$ cat src/rtl/arbiter_types.sv
// Shared types for the memory arbiter: FSM states, requester IDs and memory operations.
// Used by mem_arbiter.
package arbiter_types;

   typedef enum logic [1:0] {
      IDLE = 2'd0,
      BUSY = 2'd1,
      DONE = 2'd2
   } state_t;

   typedef enum logic {
      REQ_INSTR = 1'b0,
      REQ_DATA  = 1'b1
   } req_id_t;

   typedef enum logic [1:0] {
      OP_FETCH = 2'd0,
      OP_LOAD  = 2'd1,
      OP_STORE = 2'd2
   } mem_op_t;

   function automatic mem_op_t op_of(input req_id_t id, input logic we);
      if (id == REQ_INSTR) return OP_FETCH;
      return we ? OP_STORE : OP_LOAD;
   endfunction

endpackage

$ cat src/rtl/mem_arbiter.sv
// Round-robin arbiter sharing one fixed-latency memory between fetch and data ports.
// One transaction in flight; done pulses MEM_LAT+1 cycles after grant; requesters wait by holding req.
module mem_arbiter #(
   parameter int MEM_LAT = 2,
   parameter int DATA_W  = 64
) (
   input  logic              clk,
   input  logic              reset,
   input  logic              i_req,
   input  logic [63:0]       i_addr,
   output logic              i_done,
   output logic [DATA_W-1:0] i_rdata,
   input  logic              d_req,
   input  logic              d_we,
   input  logic [63:0]       d_addr,
   input  logic [DATA_W-1:0] d_wdata,
   output logic              d_done,
   output logic [DATA_W-1:0] d_rdata,
   output logic [63:0]       mem_addr,
   output logic              mem_we,
   output logic [DATA_W-1:0] mem_wdata,
   input  logic [DATA_W-1:0] mem_rdata
);
   import arbiter_types::*;

   localparam logic [2:0] LAST_CNT = 3'(MEM_LAT - 1);

   state_t            r_state;
   req_id_t           r_last;
   mem_op_t           r_op;
   logic [2:0]        r_cnt;
   logic              r_mem_we;
   logic              r_i_done;
   logic              r_d_done;
   logic [63:0]       r_mem_addr;
   logic [DATA_W-1:0] r_mem_wdata;
   logic [DATA_W-1:0] r_i_rdata;
   logic [DATA_W-1:0] r_d_rdata;

   req_id_t w_pick;
   logic    w_grant;
   logic    w_last_busy;
   logic    w_i_ld;
   logic    w_d_ld;

   // r_last is the requester granted most recently; on a tie the other one wins.
   always_comb begin
      w_pick = REQ_INSTR;
      if (i_req && d_req) begin
         w_pick = (r_last == REQ_DATA) ? REQ_INSTR : REQ_DATA;
      end else if (d_req) begin
         w_pick = REQ_DATA;
      end
   end

   assign w_grant     = (r_state == IDLE) && (i_req || d_req);
   assign w_last_busy = (r_state == BUSY) && (r_cnt == LAST_CNT);
   assign w_i_ld      = w_last_busy && (r_op == OP_FETCH);
   assign w_d_ld      = w_last_busy && (r_op == OP_LOAD);

   always_ff @(posedge clk) begin
      if (!reset) begin
         r_state     <= IDLE;
         r_last      <= REQ_DATA;
         r_op        <= OP_FETCH;
         r_cnt       <= '0;
         r_mem_we    <= 1'b0;
         r_i_done    <= 1'b0;
         r_d_done    <= 1'b0;
         r_mem_addr  <= '0;
         r_mem_wdata <= '0;
      end else begin
         r_mem_we <= 1'b0;
         r_i_done <= 1'b0;
         r_d_done <= 1'b0;
         case (r_state)
            IDLE: begin
               if (w_grant) begin
                  r_state <= BUSY;
                  r_cnt   <= '0;
                  r_last  <= w_pick;
                  r_op    <= op_of(w_pick, d_we);
                  if (w_pick == REQ_DATA) begin
                     r_mem_addr  <= d_addr;
                     r_mem_wdata <= d_wdata;
                     r_mem_we    <= d_we;
                  end else begin
                     r_mem_addr  <= i_addr;
                     r_mem_wdata <= '0;
                  end
               end
            end
            BUSY: begin
               if (w_last_busy) begin
                  r_state  <= DONE;
                  r_i_done <= (r_op == OP_FETCH);
                  r_d_done <= (r_op != OP_FETCH);
               end else begin
                  r_cnt <= r_cnt + 3'd1;
               end
            end
            DONE: r_state <= IDLE;
            default: r_state <= IDLE;
         endcase
      end
   end

   // Read-data holding registers: load only when their own read completes.
   always_ff @(posedge clk) begin
      if (!reset) begin
         r_i_rdata <= '0;
      end else if (w_i_ld) begin
         r_i_rdata <= mem_rdata;
      end
   end

   always_ff @(posedge clk) begin
      if (!reset) begin
         r_d_rdata <= '0;
      end else if (w_d_ld) begin
         r_d_rdata <= mem_rdata;
      end
   end

   assign i_done    = r_i_done;
   assign d_done    = r_d_done;
   assign i_rdata   = r_i_rdata;
   assign d_rdata   = r_d_rdata;
   assign mem_addr  = r_mem_addr;
   assign mem_we    = r_mem_we;
   assign mem_wdata = r_mem_wdata;

endmodule

$ cat config.mk
export PLATFORM = sky130hd
export DESIGN_NAME = mem_arbiter
export DESIGN_NICKNAME = d
export VERILOG_FILES = /design/src/rtl/arbiter_types.sv /design/src/rtl/mem_arbiter.sv
export SDC_FILE = /design/constraint.sdc
export NUM_CORES = 1
export LEC_CHECK = 0
export ABC_AREA = 1
export BUFFER_PORTS_ARGS = -buffer_cell sky130_fd_sc_hd__buf_2
export CORE_MARGIN = 2
export CORE_UTILIZATION = 28
export CTS_CLUSTER_SIZE = 25
export DETAILED_ROUTE_END_ITERATION = 12
export REMOVE_ABC_BUFFERS = 1
export SLEW_MARGIN = 5
export SYNTH_ARGS = -nofsm -noshare
export SYNTH_HDL_FRONTEND = slang
export SYNTH_SLANG_ARGS = --single-unit
$ cat constraint.sdc
create_clock -name clk -period 1.9 [get_ports clk]
set_clock_uncertainty 0.15 [all_clocks]
set_input_delay 0.19 -clock clk [delete_from_list [all_inputs] [get_ports clk]]
set_output_delay 0.19 -clock clk [all_outputs]
set_load 0.05 [all_outputs]
Word-level counts from Yosys, hierarchy flattened
Cells that the tools add are included.

word-level totals
  logic and storage cells = 51
  output and inout port bits = 259
  flip-flop bits (word level) = 267

operators by class
  eq/ne operators = 6
  mux-type cells = 18
  reductions and logical operators = 15
  add/sub/neg operators = 1

operators by type and width
  kind                                            number
  2-to-1 mux 64 bit                               2
  2-to-1 mux 2 bit                                5
  2-to-1 mux 1 bit                                7
  2-to-1 mux 3 bit                                2
  inequality test 2 bit (second input constant)   3
  one-hot mux 3 bit (2 select lines)              1
  AND reduction 3 bit                             2
  logical AND 1 bit                               5
  == test 2 x 1 -> 1 bit (second input constant)  2
  logical NOT 2 bit                               2
  one-hot mux 2 bit (2 select lines)              1
  AND reduction 2 bit                             2
  AND reduction 4 bit                             1
  nonzero test 2 bit                              2
  adder 3 x 1 -> 3 bit (second input constant)    1
  == test 3 x 1 -> 1 bit (second input constant)  1
  logical OR 1 bit                                1

Longest topological paths before layout
Gate-level depths: netlist of run 1.

  depth in word-level cells = 7
  mapped depth = 10

Least setup slack after synthesis of run 1
OpenSTA, ideal clock, no wires.

  kind = reg-to-reg
  from = reg r_cnt[0]
  to = reg r_d_rdata[13], in the netlist d_rdata[13]
  clock period less this slack = 1.499 ns
  buffers on the path = 2
  arrival time = 1.236 ns
  cell stages (with the launch flop) = 9
  setup slack = 0.401 ns
  library setup time = 0.113 ns
  path through = dfxtp_1 ha_1 nand2_1 nor2_4 nand2_1 buf_4 buf_2 nor2_1 nor2_1

between the ends
  longest elaborated chain between the ends = 3

RTL lines
  element                 line                text
  start, declared         mem_arbiter.sv:31   logic [2:0] r_cnt;
  start signal, assigned  mem_arbiter.sv:99   r_cnt <= r_cnt + 3'd1;
  == test 3 x 1 -> 1 bit  mem_arbiter.sv:57   assign w_last_busy = (r_state == BUSY) && (r_cnt == LAST_CNT);
  logical AND 1 bit       mem_arbiter.sv:57
  logical AND 1 bit       mem_arbiter.sv:59   assign w_d_ld = w_last_busy && (r_op == OP_LOAD);
  end signal, assigned    mem_arbiter.sv:121  r_d_rdata <= mem_rdata;
  end, declared           mem_arbiter.sv:38   logic [DATA_W-1:0] r_d_rdata;

Every way passes these cells.
A chain may end at the register's enable or synchronous reset.

Worst setup path in the final report of run 1
  from = reg r_cnt[0]
  to = reg r_i_rdata[21], in the netlist i_rdata[21]

between the ends
  longest elaborated chain between the ends = 3

RTL lines
  element                 line                text
  == test 3 x 1 -> 1 bit  mem_arbiter.sv:57
  logical AND 1 bit       mem_arbiter.sv:57
  logical AND 1 bit       mem_arbiter.sv:58   assign w_i_ld = w_last_busy && (r_op == OP_FETCH);
  end signal, assigned    mem_arbiter.sv:113  r_i_rdata <= mem_rdata;
  end, declared           mem_arbiter.sv:37   logic [DATA_W-1:0] r_i_rdata;

Every way passes these cells.

==> results.md, run 1 <==
* Seq/Total Area, Yosys at 48.8%
* Global-route wire length before repair at 64,000 um
* Syn avg cell area at 6.69 sq um
* MaxCap Viol Count at 0
* RSZ-0062 raised after global routing: no
* Register area at 5350 sq um
* Die area at 40,700 sq um
* CTS tree: built
* Period minus WS final at 1.74 ns
* Post-route insts no fill at between 2,000 and 3,000
* Syn-to-layout area delta at 61.8%
* Inserted Clock Buffers at 31
* Slowest cell on crit path: dfxtp_1
* Worst Max-Slew Pin Slew at about 0.55 ns
* R2R setup slack at 0.16 ns
* Largest net degree at the start of global routing at 116
* Number of nets in the layout at 2,647
* Critical Setup Path Class: register to register
* DR WL/cell at 14.1 um
* H-tree levels at 1
* Worst Setup SP: r_cnt[0]$_SDFFE_PN0P_
* Drt drc at 0
* Status: finished, final reports clean
* Placed insts at 2,607
* Initial Utilization at 28.3%
* Initial antenna violation count at 4
* Clk buf depth at 3
* Post-Place Setup Slack at 0.118 ns
* Num rows at 72
* Pre-antenna DRT Iters at 5
* Die Height at ~200 um
* Max Fclk at approximately 0.58 GHz
* Min-delay worst type: primary input to register
* Design area at 17,700 sq um
* Clk sinks at 267
* Fraction of registers with async set/reset at 0%
* Final period utilization at approximately nine tenths
* CP dominant cell by count: nand2_1
* Util after Layout at approximately 46%
* Clock latency on the worst-skew pair at between 0.5 and 0.6 ns
* Final Hold Fails at 0
* Post-Route WL at 41,200 um
* DR iter-0 viols at ~700
* Critical R2R Capture: i_rdata[21]$_SDFFE_PN0P_
* Max_slew headroom at 63.1%
* Vias in the first global route at 12,300
* PnR worst setup slack at 0.161 ns
* Via density at 4.27
* Synthesized area at roughly 11,000 sq um
* Maximum vdd drop at between 400 and 500 uV
* RR Startpoint: r_cnt[0]$_SDFFE_PN0P_
* Routed Antenna Nets at 0
* Critical path capture point type: register
* Core footprint at slightly below 40,000 sq um
* CP Capture Point: i_rdata[21]$_SDFFE_PN0P_
* Post-DP HPWL at 27,800 um
* Hold_ws at about 0.23 ns
* Multi-input logic area at 4330 sq um
* Delay-heaviest family, CP: simple AND/OR/NAND/NOR gates
* Max stage delay on crit path at 0.38 ns
* Required @ worst endpoint at approximately 2.3 ns
* LEAKAGE at 0.0100 uW
* #FFs+latches synth at approximately 270
* WP buf/inv at 1
* Setup-failing EPs final at 0
* Cell variety after synth at 20
* Post-DP Area at 14,000 sq um
* Top FF cell, synth: dfxtp_1
* WP data arrival at approximately 2.1 ns
* Number of enable flip-flop cells after synthesis at 0
* Total GRT Usage at 19.4%
* Setup Buffers After CTS at 0
* CP cell instances: ha_1, nand2_1, nor2_4, nand2_4, buf_12, nand2_1, nand2_1, nor2_1
* Startpoint types: register
* Cell Pwr Density at between 800 and 900 nW/um^2
* Clk root buf: clkbuf_16
* Via count at ~13,000
* Max Slew Vio Count at 0
* I/O Pins at 520
* Crit. path cell count at 8
* R2R cell count at 8
* Worst-path fanout max at between 40 and 50
* Width of the die at approximately 200 um
* Fill cells at 3,695
* Grt ovf at 0
* GP Congestion at 0.849
* Synth Warn # at 0
* Buffers added on ports at 519
* Clock Pin Slew Worst Setup and Hold Paths at approximately 0.060 ns
* Mapped Cells at roughly 1,600
* Share of layout cells above drive strength 1 at 26.4%
[cell usage in the layout (no fill, tap or decap), drive strengths merged]
master | netlist | routed
diode | 0 | 3
or2 | 27 | 27
nand3 | 95 | 95
inv | 206 | 208
ha | 2 | 2
nor2 | 304 | 304
dlygate4sd3 | 0 | 262
clkinv | 0 | 7
o21ai | 38 | 38
bufinv | 0 | 3
a21oi | 4 | 4
buf | 72 | 545
dfxtp | 267 | 267
clkinvlp | 0 | 1
nand2 | 601 | 601
clkbuf | 19 | 44
[final cells by class]
class,count,share of cell area (%)
Clock buffer,44,5.05
Tap cell,518,3.66
Timing Repair Buffer,807,31.3
Inverter,206,4.38
Antenna cell,3,0.0424
Sequential cell,267,30.2
Multi-Input combinational cell,1071,24.5
Clock inverter,13,0.869
[where the power goes]
group          internal (uW)  leakage [uW]  total, uW  switching, uW
registers               5850       0.00217       5980            132
logic                    966       0.00731       2730           1770
clock network           3670      0.000519       6110           2440
[layer usage]
metal,routed length (um),up-vias,global-route usage [%]
met3,3180,110,4.29
met5,13,-,0
met1,16600,5502,22.4
li1,-,6310,-
met2,19600,580,34.1
met4,1830,2,8.98
[stage by stage]
stage | setup TNS, ns | total power [uW]
finish | 0 | 14800
global route | 0 | 15500
CTS | 0 | 15000
detailed placement | 0 | 8360
global placement | 0 | 8340
floorplan | -316.31 | 7470
[kinds of logic after synthesis]
family                     synth area share (%)
buffers and inverters                      11.8
and+or+nand+nor                            37.2
AOI/OAI and AO/OA                          1.92
DFF                                        48.8
adders and majority gates                 0.229
[synthesized netlist by cell type (2+ instances only)]
master    number  share of area (%)
a21oi_1        4               0.18
buf_1          3               0.10
buf_2         44                2.0
buf_4         18                1.2
buf_6          7               0.72
clkbuf_1      19               0.65
dfxtp_1      267                 49
ha_1           2               0.23
inv_1        202                6.9
inv_2          4               0.14
nand2_1      598                 21
nand2_2        2               0.11
nand3_1       95                4.3
nor2_1       300                 10
nor2_2         2               0.11
nor2_4         2               0.21
o21ai_0        6               0.27
o21ai_1       32                1.5
or2_2         27                1.5
[state kept, by name, indices dropped and copies added, names as in the netlist]
register and flops:
r_state 2, i_done 1, r_last 1, mem_wdata 64
d_rdata 64, d_done 1, r_cnt 3, i_rdata 64
mem_we 1, mem_addr 64, r_op 2
[worst reg2reg max path, cell delays in order (launching register included)]
cell,delay [ns]
dfxtp_1,0.38
ha_1,0.17
nand2_1,0.10
nor2_4,0.18
nand2_4,0.20
buf_12,0.27
nand2_1,0.08
nand2_1,0.04
nor2_1,0.11
[worst min path at each step]
stage | startpoint | end | slack (ns) | depth (start not counted)
after floorplan | reset | r_state[1]$_SDFFE_PN0P_ | 0.16 | 2
after global placement | d_wdata[61] | mem_wdata[61]$_SDFFE_PN0P_ | 0.26 | 3
after detailed placement | d_wdata[59] | mem_wdata[59]$_SDFFE_PN0P_ | 0.26 | 3
after CTS | d_wdata[61] | mem_wdata[61]$_SDFFE_PN0P_ | 0.17 | 4
after global routing | d_wdata[31] | mem_wdata[31]$_SDFFE_PN0P_ | 0.22 | 4
final | d_wdata[3] | mem_wdata[3]$_SDFFE_PN0P_ | 0.23 | 4
[repair_timing]
action	4_1_cts	5_1_grt
hold endpoints to repair	264	0
resized for setup	0	1
hold buffers	262	0
setup endpoints to repair	0	5
No activity file was read; power rests on OpenSTA's default activity.
==> run 2, diff against run 1 <==
--- a/config.mk
+++ b/config.mk
@@ -7,10 +7,10 @@
 export LEC_CHECK = 0
 export ABC_AREA = 1
 export BUFFER_PORTS_ARGS = -buffer_cell sky130_fd_sc_hd__buf_2
-export CORE_MARGIN = 2
-export CORE_UTILIZATION = 28
+export CORE_AREA = 2 2 203 205
 export CTS_CLUSTER_SIZE = 25
 export DETAILED_ROUTE_END_ITERATION = 12
+export DIE_AREA = 0 0 205 207
 export REMOVE_ABC_BUFFERS = 1
 export SLEW_MARGIN = 5
 export SYNTH_ARGS = -nofsm -noshare
==> run 2 against run 1 <==
- clock power is 7.0% lower
- core utilization is 1.8 points lower
- sequential cell count did not move
- via count rose by 1.0%
- wire length increased by 1.8%
- design area rose by 0.28%
- final cell count increased by 0.72%
- worst hold slack improved by 0.00059 ns
- global-route usage decreased by 0.59 points
- critical endpoint is now d_rdata[50]$_SDFFE_PN0P_
- largest power group is now sequential cells
==> results.md, run 2 (same netlist as run 1, synthesis figures left out) <==
* Status: finished, final reports clean
* Total GRT Usage at 18.8% (-0.59 points)
* Syn-to-layout area delta at 62.3%
* Clk sinks at 267 (unchanged)
* Max Slew Vio Count at 0 (unchanged)
* DR iter-0 viols at 777 (+8.4%)
* Placed insts at 2,623 (+0.61%)
* Clock latency on the worst-skew pair at 0.57 ns (+0.02 ns)
* Fill cells at 3,925 (+6.2%)
* Initial antenna violation count at 8 (+4)
* H-tree levels at 1 (unchanged)
* Number of nets in the layout at 2,651 (+0.15%)
* Share of layout cells above drive strength 1 at 26.6% (+0.23 points)
* Post-Route WL at 41,900 um (+1.8%)
* Initial Utilization at 27.1% (-1.2 points)
* Crit. path cell count at 8 (unchanged)
* Design area at 17,800 sq um (+0.28%)
* Post-DP Area at 14,100 sq um (+0.59%)
* Most common cell after layout, fill and taps aside: nand2_1
* Period minus WS final at 1.73 ns (-0.00588 ns)
* Inserted Clock Buffers at 31 (unchanged)
* WP data arrival at 2.04 ns (-0.05 ns)
* CTS tree: built
* Num rows at 74 (+2.8%)
* Min-delay worst type: primary input to register
* Die Height at 207 um (+2.6%)
* Post-route insts no fill at 2,950 (+0.72%)
* Max stage delay on crit path at 0.33 ns (-0.05 ns)
* Post-DP HPWL at 28,100 um (+1.2%)
* Global-route wire length before repair at 64,500 um (+0.80%)
* Via count at 12,600 (+1.0%)
* MaxCap Viol Count at 0 (unchanged)
* Die area at 42,400 sq um (+4.3%)
* Setup-failing EPs final at 0 (unchanged)
* Delay-heaviest family, CP: simple AND/OR/NAND/NOR gates
* CP dominant cell by count: nor2_1
* R2R cell count at 8 (unchanged)
* Grt ovf at 0 (unchanged)
* Startpoint types: register
* GP Congestion at 0.864 (+1.8%)
* Final Hold Fails at 0 (unchanged)
* Drt drc at 0 (unchanged)
* Slowest cell on crit path: dfxtp_1
* Routed Antenna Nets at 0 (unchanged)
* Worst-path fanout max at 30 (-33%)
* Width of the die at 205 um (+1.6%)
* Core footprint at 40,400 sq um (+4.5%)
* Critical Setup Path Class: register to register
* Pre-antenna DRT Iters at 5 (unchanged)
* Buffers added on ports at 519 (unchanged)
* Via density at 4.28 (+0.33%)
* Final period utilization at 91.2% (-0.31 points)
* Required @ worst endpoint at 2.21 ns (-0.04 ns)
* WP buf/inv at 2 (+1)
* Cell Pwr Density at 812 nW/um^2 (-3.0%)
* Clk buf depth at 3 (unchanged)
* LEAKAGE at 0.00999 uW (-0.11%)
* Max Fclk at 0.577 GHz (+0.34%)
* Clk root buf: clkbuf_16
* Largest net degree at the start of global routing at 71 (-39%)
* RSZ-0062 raised after global routing: yes
* CP cell instances: inv_1, ha_1, nand2_1, nor2_4, nand2_8, buf_12, nor2_1, nor2_1
* I/O Pins at 520 (unchanged)
* Hold_ws at 0.230 ns (+0.000589 ns)
* Vias in the first global route at 12,400 (+1.1%)
* Worst Max-Slew Pin Slew at 0.395 ns (-0.158 ns)
* Maximum vdd drop at 615 uV (+25%)
* Util after Layout at 44.0% (-1.8 points)
* Worst hold path cell count at 4 (unchanged)
* Max_slew headroom at 73.6% (+10 points)
* DR WL/cell at 14.2 um (+1.1%)
* Clock Pin Slew Worst Setup and Hold Paths at 0.06 ns (about the same)
* Commonest cells after routing, fill and taps aside: 596 x nand2_1, 518 x buf_2, 300 x nor2_1
* Critical path capture point type: register
-- run 2: changes by cell type in the layout (fill, tap and decap cells not counted) --
cell           delta
dfxtp_2           +1
dfxtp_1           -1
clkinvlp_4        -1
diode_2           +5
dlygate4sd3_1     -2
nand2_8           +2
nand2_4           -2
bufinv_16         -3
clkbuf_1          -1
buf_4             +2
buf_12            +4
clkinv_4          +3
-- run 2: worst min-delay path, cell delays in order --
cell and delay (ns):
dlygate4sd3_1 0.51, buf_2 0.10, nand3_1 0.06, nand2_1 0.05
-- run 2: where the power goes --
part	switching, uW	internal [uW]	total [uW]
Clock	2410	3260	5680
Sequential	142	5850	5990
Combinational	1780	974	2750
-- run 2: area by class of cell --
cell class / instances / area, sq um / share of cell area [%]
Timing Repair Buffer: 811 / 5630 / 31.7
Clock buffer: 43 / 891 / 5.02
Tap cell: 532 / 666 / 3.75
Inverter: 206 / 776 / 4.37
Antenna cell: 8 / 20.0 / 0.113
Clock inverter: 12 / 82.6 / 0.465
Multi-Input combinational cell: 1071 / 4350 / 24.5
Sequential cell: 267 / 5350 / 30.1
-- run 2: worst paths after layout --
kind                                   start                          to  slack (ns)
setup / recovery       r_cnt[1]$_SDFFE_PN0P_    d_rdata[50]$_SDFFE_PN0P_        0.17
hold / removal                    d_wdata[7]   mem_wdata[7]$_SDFFE_PN0P_        0.23
setup reg to reg       r_cnt[1]$_SDFFE_PN0P_    d_rdata[50]$_SDFFE_PN0P_        0.17
hold reg to reg   mem_wdata[12]$_SDFFE_PN0P_  mem_wdata[12]$_SDFFE_PN0P_        0.29
-- run 2: routing by layer --
| layer | wire [um] | part of all wire [%] | track usage (%) |
|---|---|---|---|
| met1 | 16500 | 39 | 21.5 |
| met2 | 19600 | 47 | 32.3 |
| met3 | 3630 | 8.7 | 4.88 |
| met4 | 2210 | 5.3 | 9.23 |
| met5 | 0 | 0 | 0 |
-- run 2: timing repair --
item                                   4_1_cts  5_1_grt
setup endpoints to repair                    0      102
gates resized for setup                      0        4
buffers inserted                             0        4
endpoints found under the hold margin      264        0
hold buffers                               260        0
-- run 2: metrics by stage --
| stage | setup TNS, ns | power (uW) | worst slack, ns |
|---|---|---|---|
| after global routing | -0.0118 | 15000 | -0.00752 |
| final | 0 | 14400 | 0.167 |
| after CTS | 0 | 14500 | 0.0441 |
| after floorplan | -316.31 | 7470 | -2.23 |
| after global placement | 0 | 8370 | 0.110 |
| after detailed placement | 0 | 8390 | 0.0615 |
